## src/rtl/bus_pkg.sv

```systemverilog
// Shared types and constants for the data-memory request router.
package bus_pkg;

  typedef enum logic [1:0] {
    IDLE,
    ISSUE,
    WAIT,
    RESP
  } state_t;

  typedef logic [1:0] region_t;

  localparam int unsigned NREGIONS  = 3;
  localparam logic [31:0] ERR_RDATA = '0;

endpackage

```

## src/rtl/addr_decode3.sv

```systemverilog
// Combinational address-to-region decoder; lowest matching region index wins.
module addr_decode3
  import bus_pkg::*;
#(
  parameter int unsigned       ADDR_W      = 32,
  parameter logic [ADDR_W-1:0] REGION_MASK = 32'hF000_0000,
  parameter logic [ADDR_W-1:0] R0_BASE     = 32'h0000_0000,
  parameter logic [ADDR_W-1:0] R1_BASE     = 32'h1000_0000,
  parameter logic [ADDR_W-1:0] R2_BASE     = 32'h2000_0000
) (
  input  logic [ADDR_W-1:0] addr,
  output logic              hit,
  output region_t           sel
);

  logic [ADDR_W-1:0] masked;

  always_comb begin
    masked = addr & REGION_MASK;
    hit    = 1'b0;
    sel    = '0;
    if (masked == R0_BASE) begin
      hit = 1'b1;
      sel = 2'd0;
    end else if (masked == R1_BASE) begin
      hit = 1'b1;
      sel = 2'd1;
    end else if (masked == R2_BASE) begin
      hit = 1'b1;
      sel = 2'd2;
    end
  end

endmodule

```

## src/rtl/bus_demux3.sv

```systemverilog
// Single-initiator, three-responder request router with miss and timeout error responses.
module bus_demux3
  import bus_pkg::*;
#(
  parameter int unsigned       ADDR_W      = 32,
  parameter int unsigned       DATA_W      = 32,
  parameter logic [ADDR_W-1:0] REGION_MASK = 32'hF000_0000,
  parameter logic [ADDR_W-1:0] R0_BASE     = 32'h0000_0000,
  parameter logic [ADDR_W-1:0] R1_BASE     = 32'h1000_0000,
  parameter logic [ADDR_W-1:0] R2_BASE     = 32'h2000_0000,
  parameter int unsigned       TIMEOUT     = 16
) (
  input  logic                    clk,
  input  logic                    rst,
  input  logic                    req_valid,
  output logic                    req_ready,
  input  logic                    req_we,
  input  logic [ADDR_W-1:0]       req_addr,
  input  logic [DATA_W-1:0]       req_wdata,
  input  logic [DATA_W/8-1:0]     req_wstrb,
  output logic                    rsp_valid,
  output logic [DATA_W-1:0]       rsp_rdata,
  output logic                    rsp_err,
  output logic [2:0]              t_valid,
  input  logic [2:0]              t_ready,
  output logic                    t_we,
  output logic [ADDR_W-1:0]       t_addr,
  output logic [DATA_W-1:0]       t_wdata,
  output logic [DATA_W/8-1:0]     t_wstrb,
  input  logic [2:0]              t_rsp_valid,
  input  logic [3*DATA_W-1:0]     t_rsp_rdata,
  input  logic [2:0]              t_rsp_err
);

  localparam int unsigned CNT_W = $clog2(TIMEOUT) + 1;
  localparam logic [DATA_W-1:0] ERR_DATA = DATA_W'(ERR_RDATA);

  state_t              state;
  region_t             sel;
  logic [CNT_W-1:0]    cnt;
  logic                we_q;
  logic [ADDR_W-1:0]   addr_q;
  logic [DATA_W-1:0]   wdata_q;
  logic [DATA_W/8-1:0] wstrb_q;
  logic [DATA_W-1:0]   rdata_q;
  logic                err_q;

  logic                dec_hit;
  region_t             dec_sel;
  logic                sel_ready;
  logic                sel_rsp_valid;
  logic [DATA_W-1:0]   sel_rdata;
  logic                sel_err;
  logic                timed_out;

  addr_decode3 #(
    .ADDR_W      (ADDR_W),
    .REGION_MASK (REGION_MASK),
    .R0_BASE     (R0_BASE),
    .R1_BASE     (R1_BASE),
    .R2_BASE     (R2_BASE)
  ) u_decode (
    .addr (req_addr),
    .hit  (dec_hit),
    .sel  (dec_sel)
  );

  always_comb begin
    sel_ready     = 1'b0;
    sel_rsp_valid = 1'b0;
    sel_rdata     = '0;
    sel_err       = 1'b0;
    case (sel)
      2'd0: begin
        sel_ready     = t_ready[0];
        sel_rsp_valid = t_rsp_valid[0];
        sel_rdata     = t_rsp_rdata[0*DATA_W +: DATA_W];
        sel_err       = t_rsp_err[0];
      end
      2'd1: begin
        sel_ready     = t_ready[1];
        sel_rsp_valid = t_rsp_valid[1];
        sel_rdata     = t_rsp_rdata[1*DATA_W +: DATA_W];
        sel_err       = t_rsp_err[1];
      end
      2'd2: begin
        sel_ready     = t_ready[2];
        sel_rsp_valid = t_rsp_valid[2];
        sel_rdata     = t_rsp_rdata[2*DATA_W +: DATA_W];
        sel_err       = t_rsp_err[2];
      end
      default: ;
    endcase
  end

  // >= rather than == so WAIT still times out after a handshake that landed on the last ISSUE cycle
  assign timed_out = (cnt >= CNT_W'(TIMEOUT - 1));

  always_ff @(posedge clk) begin
    if (rst) begin
      state   <= IDLE;
      sel     <= '0;
      cnt     <= '0;
      we_q    <= 1'b0;
      addr_q  <= '0;
      wdata_q <= '0;
      wstrb_q <= '0;
      rdata_q <= '0;
      err_q   <= 1'b0;
    end else begin
      case (state)
        IDLE: begin
          if (req_valid) begin
            we_q    <= req_we;
            addr_q  <= req_addr;
            wdata_q <= req_wdata;
            wstrb_q <= req_wstrb;
            if (dec_hit) begin
              sel   <= dec_sel;
              cnt   <= '0;
              state <= ISSUE;
            end else begin
              rdata_q <= ERR_DATA;
              err_q   <= 1'b1;
              state   <= RESP;
            end
          end
        end
        ISSUE: begin
          cnt <= cnt + 1'b1;
          if (sel_ready) begin
            state <= WAIT;
          end else if (timed_out) begin
            rdata_q <= ERR_DATA;
            err_q   <= 1'b1;
            state   <= RESP;
          end
        end
        WAIT: begin
          cnt <= cnt + 1'b1;
          if (sel_rsp_valid) begin
            rdata_q <= we_q ? ERR_DATA : sel_rdata;
            err_q   <= sel_err;
            state   <= RESP;
          end else if (timed_out) begin
            rdata_q <= ERR_DATA;
            err_q   <= 1'b1;
            state   <= RESP;
          end
        end
        RESP: begin
          // Clearing here keeps every output at zero throughout IDLE
          state   <= IDLE;
          sel     <= '0;
          cnt     <= '0;
          we_q    <= 1'b0;
          addr_q  <= '0;
          wdata_q <= '0;
          wstrb_q <= '0;
          rdata_q <= '0;
          err_q   <= 1'b0;
        end
        default: state <= IDLE;
      endcase
    end
  end

  assign req_ready = (state == IDLE);
  assign rsp_valid = (state == RESP);
  assign rsp_rdata = rdata_q;
  assign rsp_err   = err_q;
  assign t_valid   = (state == ISSUE) ? (3'b001 << sel) : 3'b000;
  assign t_we      = we_q;
  assign t_addr    = addr_q;
  assign t_wdata   = wdata_q;
  assign t_wstrb   = wstrb_q;

endmodule
```

## config.mk

```make
export PLATFORM = sky130hd
export DESIGN_NAME = bus_demux3
export DESIGN_NICKNAME = d
export VERILOG_FILES = /design/src/rtl/bus_pkg.sv /design/src/rtl/addr_decode3.sv /design/src/rtl/bus_demux3.sv
export SDC_FILE = /design/constraint.sdc
export NUM_CORES = 1
export LEC_CHECK = 0
export BUFFER_PORTS_ARGS = -buffer_cell sky130_fd_sc_hd__buf_2
export CAP_MARGIN = 20
export CORE_ASPECT_RATIO = 0.6
export CORE_MARGIN = 1
export CORE_UTILIZATION = 39
export CTS_BUF_LIST = sky130_fd_sc_hd__clkbuf_4 sky130_fd_sc_hd__clkbuf_8
export CTS_CLUSTER_SIZE = 12
export DETAILED_ROUTE_END_ITERATION = 6
export PLACE_DENSITY = 0.73
export REMOVE_ABC_BUFFERS = 1
export SLEW_MARGIN = 5
export SYNTH_ARGS = -nofsm -noshare
export SYNTH_HDL_FRONTEND = slang
export SYNTH_SLANG_ARGS = --single-unit
```

## constraint.sdc

```tcl
create_clock -name clk -period 2.12 [get_ports clk]
set_input_delay 0.424 -clock clk [delete_from_list [all_inputs] [get_ports clk]]
set_output_delay 0.424 -clock clk [all_outputs]
set_load 0.02 [all_outputs]
```

# Yosys cells after proc, flatten, opt, wreduce, memory -nomap -nowiden
# Index checks and enable logic that the tools add are counted.
[word_totals] regBits=111 inputBits=177 out_inout_bits=107 wordCells=76
[classes] add_sub_neg=1 order_cmp=1 eq_ne=11 n_shift=1 n_mux=44 reduce_logical=9
[ops] cell="32-bit 2-to-1 mux" count=8
[ops] cell="32-bit one-hot mux with 2 select lines" count=2
[ops] cell="32-bit one-hot mux with 4 select lines" count=1
[ops] cell="32-bit one-hot mux with 3 select lines" count=1
[ops] cell="32-bit zero test" count=1
[ops] cell="2-bit 2-to-1 mux" count=10
[ops] cell="5-bit one-hot mux with 3 select lines" count=1
[ops] cell="5-bit 2-to-1 mux" count=2
[ops] cell="1-bit 2-to-1 mux" count=9
[ops] cell="1-bit one-hot mux with 3 select lines" count=3
[ops] cell="2-bit one-hot mux with 4 select lines" count=1
[ops] cell="4-bit one-hot mux with 2 select lines" count=1
[ops] cell="2-bit equality test (second input constant)" count=3
[ops] cell="2-bit != test (second input constant)" count=3
[ops] cell="3-bit AND reduction" count=2
[ops] cell="5-bit by 1-bit adder with 5-bit output (second input constant)" count=1
[ops] cell="5-bit by 4-bit >= comparator with 1-bit output (second input constant)" count=1
[ops] cell="2-bit by 1-bit equality test with 1-bit output (second input constant)" count=2
[ops] cell="4-bit by 1-bit equality test with 1-bit output (second input constant)" count=1
[ops] cell="4-bit by 2-bit equality test with 1-bit output (second input constant)" count=1
[ops] cell="2-bit zero test" count=2
[ops] cell="4-bit 2-to-1 mux" count=1
[ops] cell="1-bit one-hot mux with 4 select lines" count=1
[ops] cell="2-bit one-hot mux with 2 select lines" count=1
[ops] cell="other kinds (7)" count=8

# Depth between registers and ports, before layout
[logic_depth] word_depth=7 ltp_mapped=10 mapped_depth_nobuf=8

# Hierarchy
# From an unflattened synthesis, not the netlist that was laid out.
[unflattened] cells_unflattened=631 hier_area_um2=5305.1
[modules_own_cells] module="bus_demux3" instances=1 cells_per_inst=628 area_per_inst_um2=5280.1 seq_area_each_um2=2222.1
[modules_own_cells] module="addr_decode3" instances=1 cells_per_inst=3 area_per_inst_um2=25.0 seq_area_each_um2=0.0

# Worst setup path after synthesis
# OpenSTA, ideal clock, no wires.
[synth_path] path_type="register to register" from="register cnt[0]" to="register rdata_q[27] (netlist: rsp_rdata[27])" setup_ns=0.059 arrival_time_ns=1.912 required_ns=2.061 slack_ns=0.149 path_stages_with_launch=11 path_buffers=2 synth_period_minus_slack_ns=1.971 path_cell_list="dfxtp_1 ha_1 and3_1 ha_1 nor2_1 and3_1 clkbuf_1 clkbuf_1 nand2_1 a31oi_1 a22o_1"
[synth_via] elab_chain_len=4 elab_cells_between_ends=5 cone_classes="1 x order compare; 4 x mux"
[synth_rtl] item="start: declaration" line="bus_demux3.sv:40" text="logic [CNT_W-1:0] cnt;"
[synth_rtl] item="start signal: assignment" line="bus_demux3.sv:130" text="cnt <= cnt + 1'b1;"
[synth_rtl] item="start signal: assignment" line="bus_demux3.sv:140" text="cnt <= cnt + 1'b1;"
[synth_rtl] item="5-bit by 4-bit >= comparator with 1-bit output (*)" line="bus_demux3.sv:97" text="assign timed_out = (cnt >= CNT_W'(TIMEOUT - 1));"
[synth_rtl] item="32-bit 2-to-1 mux (*)"
[synth_rtl] item="32-bit 2-to-1 mux, on equally long branches"
[synth_rtl] item="32-bit one-hot mux with 4 select lines (*)"
[synth_rtl] item="end signal: assignment" line="bus_demux3.sv:142" text="rdata_q <= we_q ? ERR_DATA : sel_rdata;"
[synth_rtl] item="end: declaration" line="bus_demux3.sv:45" text="logic [DATA_W-1:0] rdata_q;"
# Every way passes the cells marked *; elsewhere a longest branch is shown, timed or not. The select of a mux whose other input is x is not followed.
# A chain may end at the register's enable or synchronous reset.

# Worst setup path in the final report
[layout_path] from="register state[1]" to="output t_valid[1]"
[layout_via] elab_chain_len=2
[layout_rtl] item="start: declaration" line="bus_demux3.sv:38" text="state_t state;"
[layout_rtl] item="start signal: assignment" line="bus_demux3.sv:101" text="state <= IDLE;"
[layout_rtl] item="start signal: assignment" line="bus_demux3.sv:121" text="state <= ISSUE;"
[layout_rtl] item="start signal: assignment" line="bus_demux3.sv:125" text="state <= RESP;"
[layout_rtl] item="2-bit by 1-bit equality test with 1-bit output" line="bus_demux3.sv:172" text="assign t_valid = (state == ISSUE) ? (3'b001 << sel) : 3'b000;"
[layout_rtl] item="3-bit 2-to-1 mux" line="bus_demux3.sv:172"
[layout_rtl] item="end: declaration" line="bus_demux3.sv:24" text="output logic [2:0] t_valid,"
# No other way between the ends.

==> results.sh <==
export IMPL_outcome="finished clean"
export IMPL_synth_distinct_cells=44
export IMPL_synth_common_cells="sky130_fd_sc_hd__dfxtp_1 (111), sky130_fd_sc_hd__nand2_1 (103), sky130_fd_sc_hd__nor2_1 (82), sky130_fd_sc_hd__a22oi_1 (71), sky130_fd_sc_hd__clkbuf_1 (43)"
export IMPL_clk_pin_slew_ns=0.11
export IMPL_detail_route_wl_per_cell_um=14.1
export IMPL_slew_headroom_pct=66.8
export IMPL_detailedRoute_firstPassIterationCount=5
export IMPL_cp_max_fo=8
export IMPL_largest_cells_by_area_after_synthesis="sky130_fd_sc_hd__dfxtp_1 (40%), sky130_fd_sc_hd__a22oi_1 (9.6%), sky130_fd_sc_hd__nand2_1 (6.9%)"
export IMPL_post_synth_edffs=0
export IMPL_number_of_global_route_vias_before_repair=4925
export IMPL_yosysMostFrequentCell="sky130_fd_sc_hd__dfxtp_1"
export IMPL_final_core_utilization_pct=54.2
export IMPL_tritoncts_clock_tree="done"
export IMPL_synthesis_instances=684
export IMPL_die_width_um=156
export IMPL_cts_buffers=9
export IMPL_synth_main_ff_cell="sky130_fd_sc_hd__dfxtp_1"
export IMPL_preCtsSetupSlack_ns=0.174
export IMPL_core_area_um2=13800
export IMPL_timing_final_setup_violations=0
export IMPL_whs_ns=0.286
export IMPL_ys_seq_area_share_pct=39.9
export IMPL_regToRegEndpoint="rsp_rdata[31]$_SDFFE_PP0P_"
export IMPL_routed_via_count=5765
export IMPL_clock_latency_ns=0.38
export IMPL_area_delta_synth_final_pct=34.3
export IMPL_chipHeight_um=94.6
export IMPL_grtUsageMet1_pct=30.0
export IMPL_power_mw=7.08
export IMPL_setup_worst_path_end_class="primary output"
export IMPL_number_of_antenna_violations_at_the_first_check_in_global_routing=0
export IMPL_worst_hold_startpoint="req_addr[9]"
export IMPL_setup_worst_path_class="reg -> out"
export IMPL_start_kind="flop"
export IMPL_hold_violations=0
export IMPL_hpwlAfterDp_mm=11.4
export IMPL_synth_async_reset_ratio_pct=0
export IMPL_timing_rr_start="cnt[0]$_SDFFE_PP0P_"
export IMPL_regArea_um2=2220
export IMPL_cts_root_to_sink_buffers=2
export IMPL_grt_use_met3_pct=3.99
export IMPL_root_buffer="sky130_fd_sc_hd__clkbuf_8"
export IMPL_timing_hold_worst_path_depth=3
export IMPL_achievable_frequency_mhz=496
export IMPL_layout_drive_gt1_share_pct=38.6
export IMPL_synth_top_area_cell="sky130_fd_sc_hd__dfxtp_1"
export IMPL_dpl_instance_area_um2=7270
export IMPL_viasPerCell=5.08
export IMPL_fin_nets=1120
export IMPL_fillers=1341
export IMPL_buffer_ports_inserted=283
export IMPL_multi_input_comb_area_um2=3060
export IMPL_pin_count_of_the_biggest_net_entering_global_routing=70
export IMPL_leakagePower_nw=3.47
export IMPL_post_cts_hold_buffer_count=0
export IMPL_drv_max_cap_violation_count=0
export IMPL_power_density_nw_per_um2=947
export IMPL_clock_sink_count=111
export IMPL_final_cell_area_um2=7480
export IMPL_finalWirelength_mm=16.0
export IMPL_worst_clock_skew_ns=0.00762
export IMPL_rrSetupSlack_ns=0.16
export IMPL_finalNonFillerCells=1134
export IMPL_globalRouteTotalUtil_pct=20.8
export IMPL_drt_drc_violations_left=0
export IMPL_grt_pass1_wl_mm=24.9
export IMPL_grt_met2_usage_pct=32.2
export IMPL_dp_cells=1118
export IMPL_gpl_final_weighted_congestion=0.803
export IMPL_netlist_area_um2=5570
export IMPL_num_antenna_cells=0
export IMPL_synth_ff_latch_count=111
export IMPL_grt_overflow=0
export IMPL_timing_final_crit_period_ns=2.02
export IMPL_finalSetupTns_ns=0
export IMPL_hold_end="t_addr[9]$_SDFFE_PP0P_"
export IMPL_worst_slack_ns=0.105
export IMPL_slew_viol_final=0
export IMPL_r2r_worst_path_cells=9
export IMPL_cts_htree_levels=3
export IMPL_max_vdd_ir_drop_mv=0.550
export IMPL_detail_route_iter0_violations=455
export IMPL_worst_ep_arrival_time_ns=1.59
export IMPL_min_path_type="in -> reg"
export IMPL_floorplan_die_area_um2=14800
export IMPL_fin_crit_sh_pct=95.1
export IMPL_synth_largest_type_area_fraction_pct=39.9
export IMPL_starting_density_pct=40.4
export IMPL_setup_repair_after_global_routing_missed_its_margin="no"
export IMPL_synth_warnings=0
export IMPL_top_usage_layer="met2"
export IMPL_worstPathRequired_ns=1.70
export IMPL_transition_time_of_the_tightest_slew_check_pin_ns=0.497
export IMPL_antenna_violating_nets_post_route=0
export IMPL_synth_area_per_cell_um2=8.14
export IMPL_floorplan_rows=33
export IMPL_ios=284
## timing repair
| item | CTS | global route |
|---|---|---|
| buffers inserted | 0 | 0 |
| endpoints found under the hold margin | 0 | 0 |
| resized for setup | 0 | 2 |
| endpoints found under the setup margin | 0 | 40 |
## layout by cell type, fill, tap and decap left out, drive strengths merged, types with 10 or more instances in the layout
cell type,synthesis,layout
a21oi,39,39
a22o,31,31
a22oi,71,71
a31oi,32,32
buf,21,306
clkbuf,43,10
dfxtp,111,111
mux2,31,31
nand2,103,103
nand2b,33,33
nor2,82,82
o21ai,35,35
## sequential cells by signal, summed over array words and instances, names as in the netlist
name	flops
cnt	5
rsp_rdata	32
t_wstrb	4
state	2
t_addr	32
t_we	1
sel	2
t_wdata	32
rsp_err	1
## how the worst max path moves through the flow
stage	endpoint	depth (start not counted)	from	slack [ns]
global placement	sel[0]$_SDFFE_PP0P_	6	state[0]$_SDFFE_PP0P_	0.15
detailed placement	sel[0]$_SDFFE_PP0P_	6	state[0]$_SDFFE_PP0P_	0.17
floorplan	t_addr[0]$_SDFFE_PP0P_	6	state[0]$_SDFFE_PP0P_	-1.72
finish	t_valid[1]	5	state[1]$_SDFFE_PP0P_	0.10
global route	rsp_rdata[20]$_SDFFE_PP0P_	9	cnt[0]$_SDFFE_PP0P_	0.008
CTS	t_valid[1]	5	state[1]$_SDFFE_PP0P_	0.005
## area by class of cell
class / count / area share [%]
Multi-Input combinational cell: 504 / 40.9
Sequential cell: 111 / 29.7
Timing Repair Buffer: 306 / 23.1
Tap cell: 192 / 3.21
Clock buffer: 10 / 1.76
Clock inverter: 6 / 1.04
Inverter: 5 / 0.251
## layer usage
metal,up-vias,share of wire (%),wire length (um)
met5,-,0,0
met4,0,0.72,116
met3,12,5.6,894
met2,167,45,7150
met1,2644,49,7850
li1,2942,-,-
## worst max-delay path: stages (launching register included)
cell	delay, ns
sky130_fd_sc_hd__dfxtp_1	0.37
sky130_fd_sc_hd__inv_1	0.10
sky130_fd_sc_hd__ha_2	0.27
sky130_fd_sc_hd__inv_1	0.11
sky130_fd_sc_hd__nor3b_1	0.19
sky130_fd_sc_hd__buf_2	0.19
## cells by family after synthesis
| logic type | Yosys count | synth area share [%] |
|---|---|---|
| muxes | 36 | 7.17 |
| adders and majority gates | 6 | 1.35 |
| and+or+nand+nor | 238 | 18.6 |
| buffers and inverters | 69 | 5.60 |
| AOI/OAI and AO/OA | 224 | 27.4 |
| DFF | 111 | 39.9 |
## report_power, final
group          internal (mW)  switching [mW]
Sequential              2.43           0.220
Combinational           1.20            1.88
Clock                  0.584           0.765
(Power assumes the default switching activity.)
